===== config.mk =====
export PLATFORM = sky130hd
export DESIGN_NAME = rv_wb_arbiter_flat
export DESIGN_NICKNAME = d
export VERILOG_FILES = /design/src/rtl/rv_wb_arbiter_if.sv /design/src/rtl/rv_wb_arbiter.sv /design/src/flat_wrapper.sv
export SDC_FILE = /design/constraint.sdc
export NUM_CORES = 1
export LEC_CHECK = 0
export ABC_AREA = 1
export CORE_UTILIZATION = 38
export CTS_CLUSTER_DIAMETER = 150
export DETAILED_ROUTE_END_ITERATION = 10
export PLACE_DENSITY_LB_ADDON = 0.15
export RECOVER_POWER = 100
export SYNTH_ARGS = -nofsm -noshare
export SYNTH_HDL_FRONTEND = slang
export SYNTH_SLANG_ARGS = --single-unit

===== constraint.sdc =====
create_clock -name i_clk -period 2.5 [get_ports i_clk]
set_clock_uncertainty 0.15 [all_clocks]
set_input_delay 0.375 -clock i_clk [delete_from_list [all_inputs] [get_ports i_clk]]
set_output_delay 0.375 -clock i_clk [all_outputs]
set_load 0.02 [all_outputs]

===== src/rtl/rv_wb_arbiter_if.sv =====
// -----------------------------------------------------------------------------
// rv_wb_arbiter_if
// Bundle of every signal that crosses the rv_wb_arbiter boundary apart from
// clock and reset: the fetch requester port (i_f_* / o_f_*), the data
// requester port (i_d_* / o_d_*) and the shared Wishbone master port
// (o_wb_* / i_wb_*). Names carry the direction as seen from the arbiter.
//   modport master : the arbiter's view (it is the Wishbone master)
//   modport slave  : the environment's view (requesters plus Wishbone slave)
// -----------------------------------------------------------------------------
interface rv_wb_arbiter_if;
   // fetch requester
   logic        i_f_req;
   logic [31:0] i_f_adr;
   logic        o_f_ack;
   logic        o_f_err;
   logic [31:0] o_f_rdata;
   // data requester
   logic        i_d_req;
   logic [31:0] i_d_adr;
   logic [31:0] i_d_wdata;
   logic        i_d_we;
   logic [3:0]  i_d_sel;
   logic        o_d_ack;
   logic        o_d_err;
   logic [31:0] o_d_rdata;
   // Wishbone bus
   logic [31:0] o_wb_adr;
   logic [31:0] o_wb_dat;
   logic [31:0] i_wb_dat;
   logic        o_wb_we;
   logic [3:0]  o_wb_sel;
   logic        o_wb_stb;
   logic        i_wb_ack;
   logic        o_wb_cyc;

   modport master (
      input  i_f_req, i_f_adr,
      output o_f_ack, o_f_err, o_f_rdata,
      input  i_d_req, i_d_adr, i_d_wdata, i_d_we, i_d_sel,
      output o_d_ack, o_d_err, o_d_rdata,
      output o_wb_adr, o_wb_dat, o_wb_we, o_wb_sel, o_wb_stb, o_wb_cyc,
      input  i_wb_dat, i_wb_ack
   );

   modport slave (
      output i_f_req, i_f_adr,
      input  o_f_ack, o_f_err, o_f_rdata,
      output i_d_req, i_d_adr, i_d_wdata, i_d_we, i_d_sel,
      input  o_d_ack, o_d_err, o_d_rdata,
      input  o_wb_adr, o_wb_dat, o_wb_we, o_wb_sel, o_wb_stb, o_wb_cyc,
      output i_wb_dat, i_wb_ack
   );
endinterface


===== src/rtl/rv_wb_arbiter.sv =====
// -----------------------------------------------------------------------------
// rv_wb_arbiter
// Two-requester (instruction fetch / data load-store) arbiter in front of a
// single classic Wishbone master port. One transaction at a time; a round-
// robin pointer breaks ties when both requesters ask in the same idle cycle.
// Each bus cycle is guarded by an optional wait counter that terminates the
// cycle with a one-cycle error pulse if the slave never acknowledges.
//
// Ports:
//   i_clk          rising-edge clock
//   i_reset        synchronous active-high reset
//   bus (master)   fetch port, data port and Wishbone port, see
//                  rv_wb_arbiter_if
// Parameter:
//   TIMEOUT_CYCLES stb-high cycles to wait for i_wb_ack; 0 = wait forever
// -----------------------------------------------------------------------------
module rv_wb_arbiter #(
   parameter logic [15:0] TIMEOUT_CYCLES = 16'd255
) (
   input logic             i_clk,
   input logic             i_reset,
   rv_wb_arbiter_if.master bus
);

   typedef enum logic [1:0] {
      IDLE  = 2'd0,
      BUS_F = 2'd1,
      BUS_D = 2'd2
   } state_t;

   state_t      state_q, state_d;
   logic        last_d_q, last_d_d;   // 1: data port won the previous grant
   logic [15:0] wait_q, wait_d;
   logic [31:0] adr_q, adr_d;
   logic [31:0] dat_q, dat_d;
   logic        we_q, we_d;
   logic [3:0]  sel_q, sel_d;

   logic        in_bus;
   logic        grant_f;
   logic        grant_d;
   logic        acked;
   logic        timed_out;

   // Fetches are always word aligned; the low address bits are dropped.
   logic        f_adr_unused;
   assign f_adr_unused = ^bus.i_f_adr[1:0];

   // ---------------------------------------------------------------------------
   // State register
   // ---------------------------------------------------------------------------
   always_ff @(posedge i_clk) begin
      if (i_reset) begin
         state_q  <= IDLE;
         last_d_q <= 1'b1;            // so the first contended grant goes to fetch
         wait_q   <= 16'd0;
         adr_q    <= 32'd0;
         dat_q    <= 32'd0;
         we_q     <= 1'b0;
         sel_q    <= 4'd0;
      end else begin
         state_q  <= state_d;
         last_d_q <= last_d_d;
         wait_q   <= wait_d;
         adr_q    <= adr_d;
         dat_q    <= dat_d;
         we_q     <= we_d;
         sel_q    <= sel_d;
      end
   end

   // ---------------------------------------------------------------------------
   // Next-state logic
   // ---------------------------------------------------------------------------
   always_comb begin
      in_bus    = (state_q != IDLE);
      // Round robin: on contention the port that did not win last time wins.
      grant_f   = (state_q == IDLE) && bus.i_f_req && (!bus.i_d_req || last_d_q);
      grant_d   = (state_q == IDLE) && bus.i_d_req && (!bus.i_f_req || !last_d_q);
      acked     = in_bus && bus.i_wb_ack;
      // An ack in the same cycle as the limit takes priority over the error.
      timed_out = in_bus && !bus.i_wb_ack && (TIMEOUT_CYCLES != 16'd0) &&
                  (wait_q == TIMEOUT_CYCLES);

      state_d  = state_q;
      last_d_d = last_d_q;
      wait_d   = wait_q;
      adr_d    = adr_q;
      dat_d    = dat_q;
      we_d     = we_q;
      sel_d    = sel_q;

      case (state_q)
         IDLE: begin
            if (grant_f) begin
               state_d  = BUS_F;
               last_d_d = 1'b0;
               wait_d   = 16'd0;
               adr_d    = {bus.i_f_adr[31:2], 2'b00};
               dat_d    = 32'd0;
               we_d     = 1'b0;
               sel_d    = 4'hF;
            end else if (grant_d) begin
               state_d  = BUS_D;
               last_d_d = 1'b1;
               wait_d   = 16'd0;
               adr_d    = bus.i_d_adr;
               dat_d    = bus.i_d_wdata;
               we_d     = bus.i_d_we;
               sel_d    = bus.i_d_sel;
            end
         end
         BUS_F, BUS_D: begin
            // Dropping to IDLE after every termination guarantees the idle
            // cycle between transactions, which is where arbitration happens.
            if (acked || timed_out) begin
               state_d = IDLE;
            end else begin
               wait_d  = wait_q + 16'd1;
            end
         end
         default: state_d = IDLE;
      endcase
   end

   // ---------------------------------------------------------------------------
   // Output logic
   // ---------------------------------------------------------------------------
   always_comb begin
      bus.o_wb_adr  = adr_q;
      bus.o_wb_dat  = dat_q;
      bus.o_wb_we   = we_q;
      bus.o_wb_sel  = sel_q;
      bus.o_wb_stb  = in_bus;
      bus.o_wb_cyc  = in_bus;

      // Reset masks the handshake so a transaction killed by reset is silent.
      bus.o_f_ack   = bus.i_wb_ack && bus.o_wb_stb && (state_q == BUS_F) && !i_reset;
      bus.o_d_ack   = bus.i_wb_ack && bus.o_wb_stb && (state_q == BUS_D) && !i_reset;
      bus.o_f_err   = timed_out && (state_q == BUS_F) && !i_reset;
      bus.o_d_err   = timed_out && (state_q == BUS_D) && !i_reset;

      bus.o_f_rdata = (state_q == BUS_F) ? bus.i_wb_dat : 32'd0;
      bus.o_d_rdata = (state_q == BUS_D) ? bus.i_wb_dat : 32'd0;
   end

endmodule


===== src/flat_wrapper.sv =====
// flat-port wrapper written by rule: the top's interface ports become plain ports
module rv_wb_arbiter_flat 
#(
   parameter logic [15:0] TIMEOUT_CYCLES = 16'd255
)
  (i_clk, i_reset, bus_i_f_req, bus_i_f_adr, bus_o_f_ack, bus_o_f_err, bus_o_f_rdata, bus_i_d_req, bus_i_d_adr, bus_i_d_wdata, bus_i_d_we, bus_i_d_sel, bus_o_d_ack, bus_o_d_err, bus_o_d_rdata, bus_o_wb_adr, bus_o_wb_dat, bus_o_wb_we, bus_o_wb_sel, bus_o_wb_stb, bus_o_wb_cyc, bus_i_wb_dat, bus_i_wb_ack);
  rv_wb_arbiter_if bus_i ();
  input logic i_clk;
  input logic i_reset;
  input wire logic [$bits(bus_i.i_f_req)-1:0] bus_i_f_req;
  input wire logic [$bits(bus_i.i_f_adr)-1:0] bus_i_f_adr;
  output wire logic [$bits(bus_i.o_f_ack)-1:0] bus_o_f_ack;
  output wire logic [$bits(bus_i.o_f_err)-1:0] bus_o_f_err;
  output wire logic [$bits(bus_i.o_f_rdata)-1:0] bus_o_f_rdata;
  input wire logic [$bits(bus_i.i_d_req)-1:0] bus_i_d_req;
  input wire logic [$bits(bus_i.i_d_adr)-1:0] bus_i_d_adr;
  input wire logic [$bits(bus_i.i_d_wdata)-1:0] bus_i_d_wdata;
  input wire logic [$bits(bus_i.i_d_we)-1:0] bus_i_d_we;
  input wire logic [$bits(bus_i.i_d_sel)-1:0] bus_i_d_sel;
  output wire logic [$bits(bus_i.o_d_ack)-1:0] bus_o_d_ack;
  output wire logic [$bits(bus_i.o_d_err)-1:0] bus_o_d_err;
  output wire logic [$bits(bus_i.o_d_rdata)-1:0] bus_o_d_rdata;
  output wire logic [$bits(bus_i.o_wb_adr)-1:0] bus_o_wb_adr;
  output wire logic [$bits(bus_i.o_wb_dat)-1:0] bus_o_wb_dat;
  output wire logic [$bits(bus_i.o_wb_we)-1:0] bus_o_wb_we;
  output wire logic [$bits(bus_i.o_wb_sel)-1:0] bus_o_wb_sel;
  output wire logic [$bits(bus_i.o_wb_stb)-1:0] bus_o_wb_stb;
  output wire logic [$bits(bus_i.o_wb_cyc)-1:0] bus_o_wb_cyc;
  input wire logic [$bits(bus_i.i_wb_dat)-1:0] bus_i_wb_dat;
  input wire logic [$bits(bus_i.i_wb_ack)-1:0] bus_i_wb_ack;
  assign bus_i.i_f_req = bus_i_f_req;
  assign bus_i.i_f_adr = bus_i_f_adr;
  assign bus_o_f_ack = bus_i.o_f_ack;
  assign bus_o_f_err = bus_i.o_f_err;
  assign bus_o_f_rdata = bus_i.o_f_rdata;
  assign bus_i.i_d_req = bus_i_d_req;
  assign bus_i.i_d_adr = bus_i_d_adr;
  assign bus_i.i_d_wdata = bus_i_d_wdata;
  assign bus_i.i_d_we = bus_i_d_we;
  assign bus_i.i_d_sel = bus_i_d_sel;
  assign bus_o_d_ack = bus_i.o_d_ack;
  assign bus_o_d_err = bus_i.o_d_err;
  assign bus_o_d_rdata = bus_i.o_d_rdata;
  assign bus_o_wb_adr = bus_i.o_wb_adr;
  assign bus_o_wb_dat = bus_i.o_wb_dat;
  assign bus_o_wb_we = bus_i.o_wb_we;
  assign bus_o_wb_sel = bus_i.o_wb_sel;
  assign bus_o_wb_stb = bus_i.o_wb_stb;
  assign bus_o_wb_cyc = bus_i.o_wb_cyc;
  assign bus_i.i_wb_dat = bus_i_wb_dat;
  assign bus_i.i_wb_ack = bus_i_wb_ack;
  rv_wb_arbiter #(.TIMEOUT_CYCLES(TIMEOUT_CYCLES)) u_core (.i_clk(i_clk), .i_reset(i_reset), .bus(bus_i));
endmodule

==> impl_results.html <==
<table>
<tr><th>Metric</th><th>Value</th></tr>
<tr><th colspan="2">Critical path</th></tr>
<tr><td>Critical Path, Cell by Cell</td><td>inv_1, ha_1, buf_4, nand2_1, inv_1, clkdlybuf4s50_1</td></tr>
<tr><td>CP most frequent cell</td><td>sky130_fd_sc_hd__inv_1</td></tr>
<tr><td>Register-to-register setup slack</td><td>around 0.24 ns</td></tr>
<tr><td>Worst Reg-to-Reg Cells</td><td>10</td></tr>
<tr><td>Largest fanout on the critical path</td><td>14</td></tr>
<tr><td>Startpoint of the most critical register-to-register path</td><td>u_core.state_q[0]</td></tr>
<tr><td>Cell family contributing the most delay on the critical path</td><td>buffers and inverters</td></tr>
<tr><td>Sort of element at the start of the critical path</td><td>flip-flop</td></tr>
<tr><td>Required time of the critical path</td><td>between 1.5 and 2 ns</td></tr>
<tr><td>Critical path start-end classification</td><td>reg -&gt; out</td></tr>
<tr><td>Endpoint of the worst register-to-register path</td><td>u_core.bus.o_wb_dat[13]</td></tr>
<tr><td>Critical path capture point type</td><td>primary output</td></tr>
<tr><td>Critical path arrival</td><td>1.91 ns</td></tr>
<tr><td>Largest incremental delay on the critical path</td><td>0.59 ns</td></tr>
<tr><td>CP Buf/Inv Count</td><td>4</td></tr>
<tr><td>Cell with the biggest individual delay on the critical path</td><td>sky130_fd_sc_hd__clkdlybuf4s50_1</td></tr>
<tr><th colspan="2">Cells and area</th></tr>
<tr><td>Leading cell type in the layout, fill and taps excluded</td><td>sky130_fd_sc_hd__nand2_1</td></tr>
<tr><td>Area growth from synthesis to final layout</td><td>71.37%</td></tr>
<tr><td>Final non-filler cell area</td><td>7856 sq um</td></tr>
<tr><td>Fraction of layout cells with a size suffix above 1</td><td>0.05561</td></tr>
<tr><td>Commonest cells after routing, fill and taps aside</td><td>247 x sky130_fd_sc_hd__nand2_1, 150 x sky130_fd_sc_hd__clkdlybuf4s50_1, 120 x sky130_fd_sc_hd__inv_1</td></tr>
<tr><td>Number of nets in the layout</td><td>~1,100</td></tr>
<tr><td>Total inserted antenna cells</td><td>0</td></tr>
<tr><td>Number of fill cells</td><td>between 1,000 and 1,500</td></tr>
<tr><th colspan="2">Power and ir drop</th></tr>
<tr><td>Overall Power</td><td>just under 8 mW</td></tr>
<tr><td>Leakage power</td><td>~4.6 nW</td></tr>
<tr><td>Power per cell area</td><td>a little under 1000 nW/um^2</td></tr>
<tr><td>Maximum vdd drop</td><td>approximately 0.00056 V</td></tr>
<tr><th colspan="2">Logic synthesis</th></tr>
<tr><td>Share of synthesized area occupied by flip-flops and latches</td><td>0.3843</td></tr>
<tr><td>Total number of yosys warnings</td><td>0</td></tr>
<tr><td>Netlist Area Pre-Place</td><td>approximately 4600 sq um</td></tr>
<tr><td>Count of unique library cells instantiated by Yosys</td><td>27</td></tr>
<tr><td>Dominant cells by area after synthesis</td><td>sky130_fd_sc_hd__dfxtp_1 38%, sky130_fd_sc_hd__nand2_1 20%, sky130_fd_sc_hd__inv_1 9.9%</td></tr>
<tr><td>Flip-flop and latch count after synthesis</td><td>88</td></tr>
<tr><td>Cell taking the most area after synthesis</td><td>sky130_fd_sc_hd__dfxtp_1</td></tr>
<tr><td>Portion of synthesized cell area occupied by the leading cell type</td><td>0.3843</td></tr>
<tr><td>Synth Net Count</td><td>about 860</td></tr>
<tr><td>Cells after Synth</td><td>slightly above 700</td></tr>
<tr><td>Per-instance average area after synthesis</td><td>about 6.4 sq um</td></tr>
<tr><th colspan="2">Worst hold path</th></tr>
<tr><td>Worst Hold Path Cells</td><td>2</td></tr>
<tr><td>Type of the tightest min-delay check</td><td>reg -&gt; reg</td></tr>
<tr><td>Origin of the worst min-delay path</td><td>u_core.bus.o_wb_dat[6]</td></tr>
<tr><td>Capture endpoint of the worst hold path</td><td>u_core.bus.o_wb_dat[6]</td></tr>
<tr><th colspan="2">Clock network</th></tr>
<tr><td>Depth of the CTS H-tree</td><td>3</td></tr>
<tr><td>Post-CTS setup-driven buffer insertion count</td><td>0</td></tr>
<tr><td>Inserted Clock Buffers</td><td>9</td></tr>
<tr><td>Post-CTS clock slew at the launch and capture registers of the worst setup and hold paths</td><td>0.07 ns</td></tr>
<tr><td>TritonCTS clock tree</td><td>built</td></tr>
<tr><td>Cts repair resizes</td><td>4</td></tr>
<tr><td>Quantity of hold-fixing buffers added after cts</td><td>0</td></tr>
<tr><td>Number of buffers on the longest clock path</td><td>2</td></tr>
<tr><td>Clock root buffer master</td><td>sky130_fd_sc_hd__clkbuf_16</td></tr>
<tr><td>Clock sink total</td><td>88</td></tr>
<tr><td>Clock insertion delay at the later pin of the skew report</td><td>~0.34 ns</td></tr>
<tr><th colspan="2">Timing</th></tr>
<tr><td>Highest attainable clock frequency</td><td>around 0.4 GHz</td></tr>
<tr><td>Number of endpoints with negative hold slack in the final report</td><td>0</td></tr>
<tr><td>Final worst-path setup slack</td><td>0.06061 ns</td></tr>
<tr><td>Worst hold margin</td><td>roughly 0.31 ns</td></tr>
<tr><td>Post-route fraction of the period consumed by the critical path</td><td>0.9758</td></tr>
<tr><td>Time the worst path needs with I/O delays and setup</td><td>roughly 2.4 ns</td></tr>
<tr><td>Max-slew headroom</td><td>0.5868</td></tr>
<tr><td>Worst slew pin tran</td><td>0.6198 ns</td></tr>
<tr><td>RSZ-0062 raised after global routing</td><td>yes</td></tr>
<tr><td>Setup TNS</td><td>0 ns</td></tr>
<tr><td>Final setup fails</td><td>0</td></tr>
<tr><td>Slew Limit Fails</td><td>0</td></tr>
<tr><th colspan="2">Die</th></tr>
<tr><td>Die width</td><td>111.8 um</td></tr>
<tr><td>Count of standard-cell rows</td><td>39</td></tr>
<tr><td>Top-level port count</td><td>277</td></tr>
<tr><td>Overall die height</td><td>111.8 um</td></tr>
<tr><td>DIE AREA</td><td>12,510 sq um</td></tr>
<tr><td>Area of the placeable core</td><td>roughly 12,000 sq um</td></tr>
<tr><td>Initial Util</td><td>0.3964</td></tr>
<tr><th colspan="2">Placed design</th></tr>
<tr><td>Quantity of I/O buffers inserted on ports</td><td>~270</td></tr>
<tr><td>Final RePlAce weighted congestion</td><td>about 0.85</td></tr>
<tr><td>Worst setup slack before clock tree synthesis</td><td>-0.05843 ns</td></tr>
<tr><td>Dpl hpwl</td><td>10,660 um</td></tr>
<tr><td>Placed Instance Area</td><td>between 7000 and 8000 sq um</td></tr>
<tr><th colspan="2">GRT</th></tr>
<tr><td>Largest net degree at the start of global routing</td><td>55</td></tr>
<tr><td>Vias in the first global route</td><td>4,756</td></tr>
<tr><td>Global-route wire length before repair</td><td>23,510 um</td></tr>
<tr><td>All-Layer GR Usage</td><td>0.2313</td></tr>
<tr><td>Antenna violations before repair</td><td>0</td></tr>
<tr><td>Residual overflow from global routing</td><td>0</td></tr>
<tr><th colspan="2">Run status</th></tr>
<tr><td>Result of the run</td><td>finished with violations</td></tr>
<tr><td>Violated checks</td><td>design-rule violations</td></tr>
<tr><th colspan="2">Drt</th></tr>
<tr><td>Via-to-Cell Ratio</td><td>about 4.6</td></tr>
<tr><td>Number of vias after detailed routing</td><td>between 5,000 and 6,000</td></tr>
<tr><td>TritonRoute pass-1 iters</td><td>7</td></tr>
<tr><td>Violation count after the first detailed-routing iteration</td><td>between 200 and 300</td></tr>
<tr><td>Wire length after detailed routing</td><td>~14,000 um</td></tr>
<tr><td>Number of routed nets with antenna violations</td><td>0</td></tr>
<tr><td>Number of remaining DRC errors</td><td>17</td></tr>
<tr><td>Wire length per cell after detailed routing</td><td>12.70 um</td></tr>
<tr><th colspan="2">Flow run</th></tr>
<tr><td>Max-cap violations</td><td>0</td></tr>
</table>
==> how the worst max path moves through the flow <==
stage               slack (ns)                end         startpoint  cells after the start
floorplan                 0.45        bus_o_d_err  u_core.state_q[0]                      7
global placement         -0.04        bus_o_d_err       bus_i_wb_ack                      7
detailed placement       -0.06        bus_o_d_err       bus_i_wb_ack                      7
CTS                      0.007  bus_o_d_rdata[17]  u_core.state_q[0]                      6
global route             -0.04  bus_o_d_rdata[21]  u_core.state_q[0]                      6
finish                    0.06  bus_o_d_rdata[21]  u_core.state_q[0]                      6
==> tightest hold or removal path, delay by kind of cell (launching register included) <==
kind	cells	cell delay (ns)
and+or+nand+nor	1	0.05
DFF	1	0.30
AOI/OAI and AO/OA	1	0.05
==> layer usage <==
| layer | GRT usage | routed length, um |
|---|---|---|
| met3 | 0.07349 | 1261 |
| met2 | 0.4004 | 7056 |
| met4 | 0.07387 | 235 |
| met1 | 0.2703 | 5819 |
| met5 | 0 | 0 |
==> flip-flops by register name (all words and copies together) (netlist names) <==
name / count
u_core.bus.o_wb_adr: 32
u_core.bus.o_wb_dat: 32
u_core.wait_q: 16
u_core.bus.o_wb_sel: 4
u_core.state_q: 2
u_core.bus.o_wb_we: 1
u_core.last_d_q: 1
==> synthesized netlist by cell type <==
cell and instances:
sky130_fd_sc_hd__clkinv_1 1, sky130_fd_sc_hd__inv_2 3, sky130_fd_sc_hd__buf_4 2, sky130_fd_sc_hd__nand3_1 66, sky130_fd_sc_hd__nand4_1 3, sky130_fd_sc_hd__xnor2_1 1
sky130_fd_sc_hd__nor2_2 3, sky130_fd_sc_hd__o221a_1 4, sky130_fd_sc_hd__nand2_2 2, sky130_fd_sc_hd__clkbuf_1 25, sky130_fd_sc_hd__inv_1 121, sky130_fd_sc_hd__ha_1 5
sky130_fd_sc_hd__o21ai_0 2, sky130_fd_sc_hd__nor3b_1 1, sky130_fd_sc_hd__buf_6 1, sky130_fd_sc_hd__o21bai_1 3, sky130_fd_sc_hd__buf_1 1, sky130_fd_sc_hd__o211ai_1 31
sky130_fd_sc_hd__nor2_1 42, sky130_fd_sc_hd__nand2_4 4, sky130_fd_sc_hd__nor2_4 1, sky130_fd_sc_hd__a21oi_1 45, sky130_fd_sc_hd__nor3_1 6, sky130_fd_sc_hd__a21oi_2 1
sky130_fd_sc_hd__dfxtp_1 88, sky130_fd_sc_hd__nand2_1 247, sky130_fd_sc_hd__buf_2 11
==> power breakdown <==
part           internal [mW]  total (mW)  switching (mW)
registers               1.82        2.05           0.230
logic                   1.74        4.28            2.54
clock network          0.783        1.36           0.581
==> area by class of cell <==
| type | count | area [sq um] | share of cell area |
|---|---|---|---|
| repair buffers | 293 | 2968 | 0.3778 |
| well taps | 143 | 178.9 | 0.02277 |
| clock buffers | 9 | 225.2 | 0.02867 |
| clock inverters | 7 | 76.32 | 0.009715 |
| inverters | 125 | 469.2 | 0.05972 |
| flip-flops and latches | 88 | 1762 | 0.2242 |
| multi-input cells | 467 | 2177 | 0.2771 |
==> cells by family (layout without fill, tap and decap cells) <==
logic type      Yosys count  count (layout)  synth area share
compound gates           86              86            0.1187
xor+xnor                  1               1          0.001911
buf+inv                 165             434            0.1414
flops                    88              88            0.3843
simple gates            375             375            0.3401
fa+ha+maj                 5               5           0.01365
==> metrics by stage <==
stage               cells  utilization
floorplan             720            -
global placement     1116       0.6491
detailed placement   1116       0.6491
CTS                  1132       0.6748
global route         1132       0.6793
finish               1132       0.6793
(Power assumes the default switching activity.)
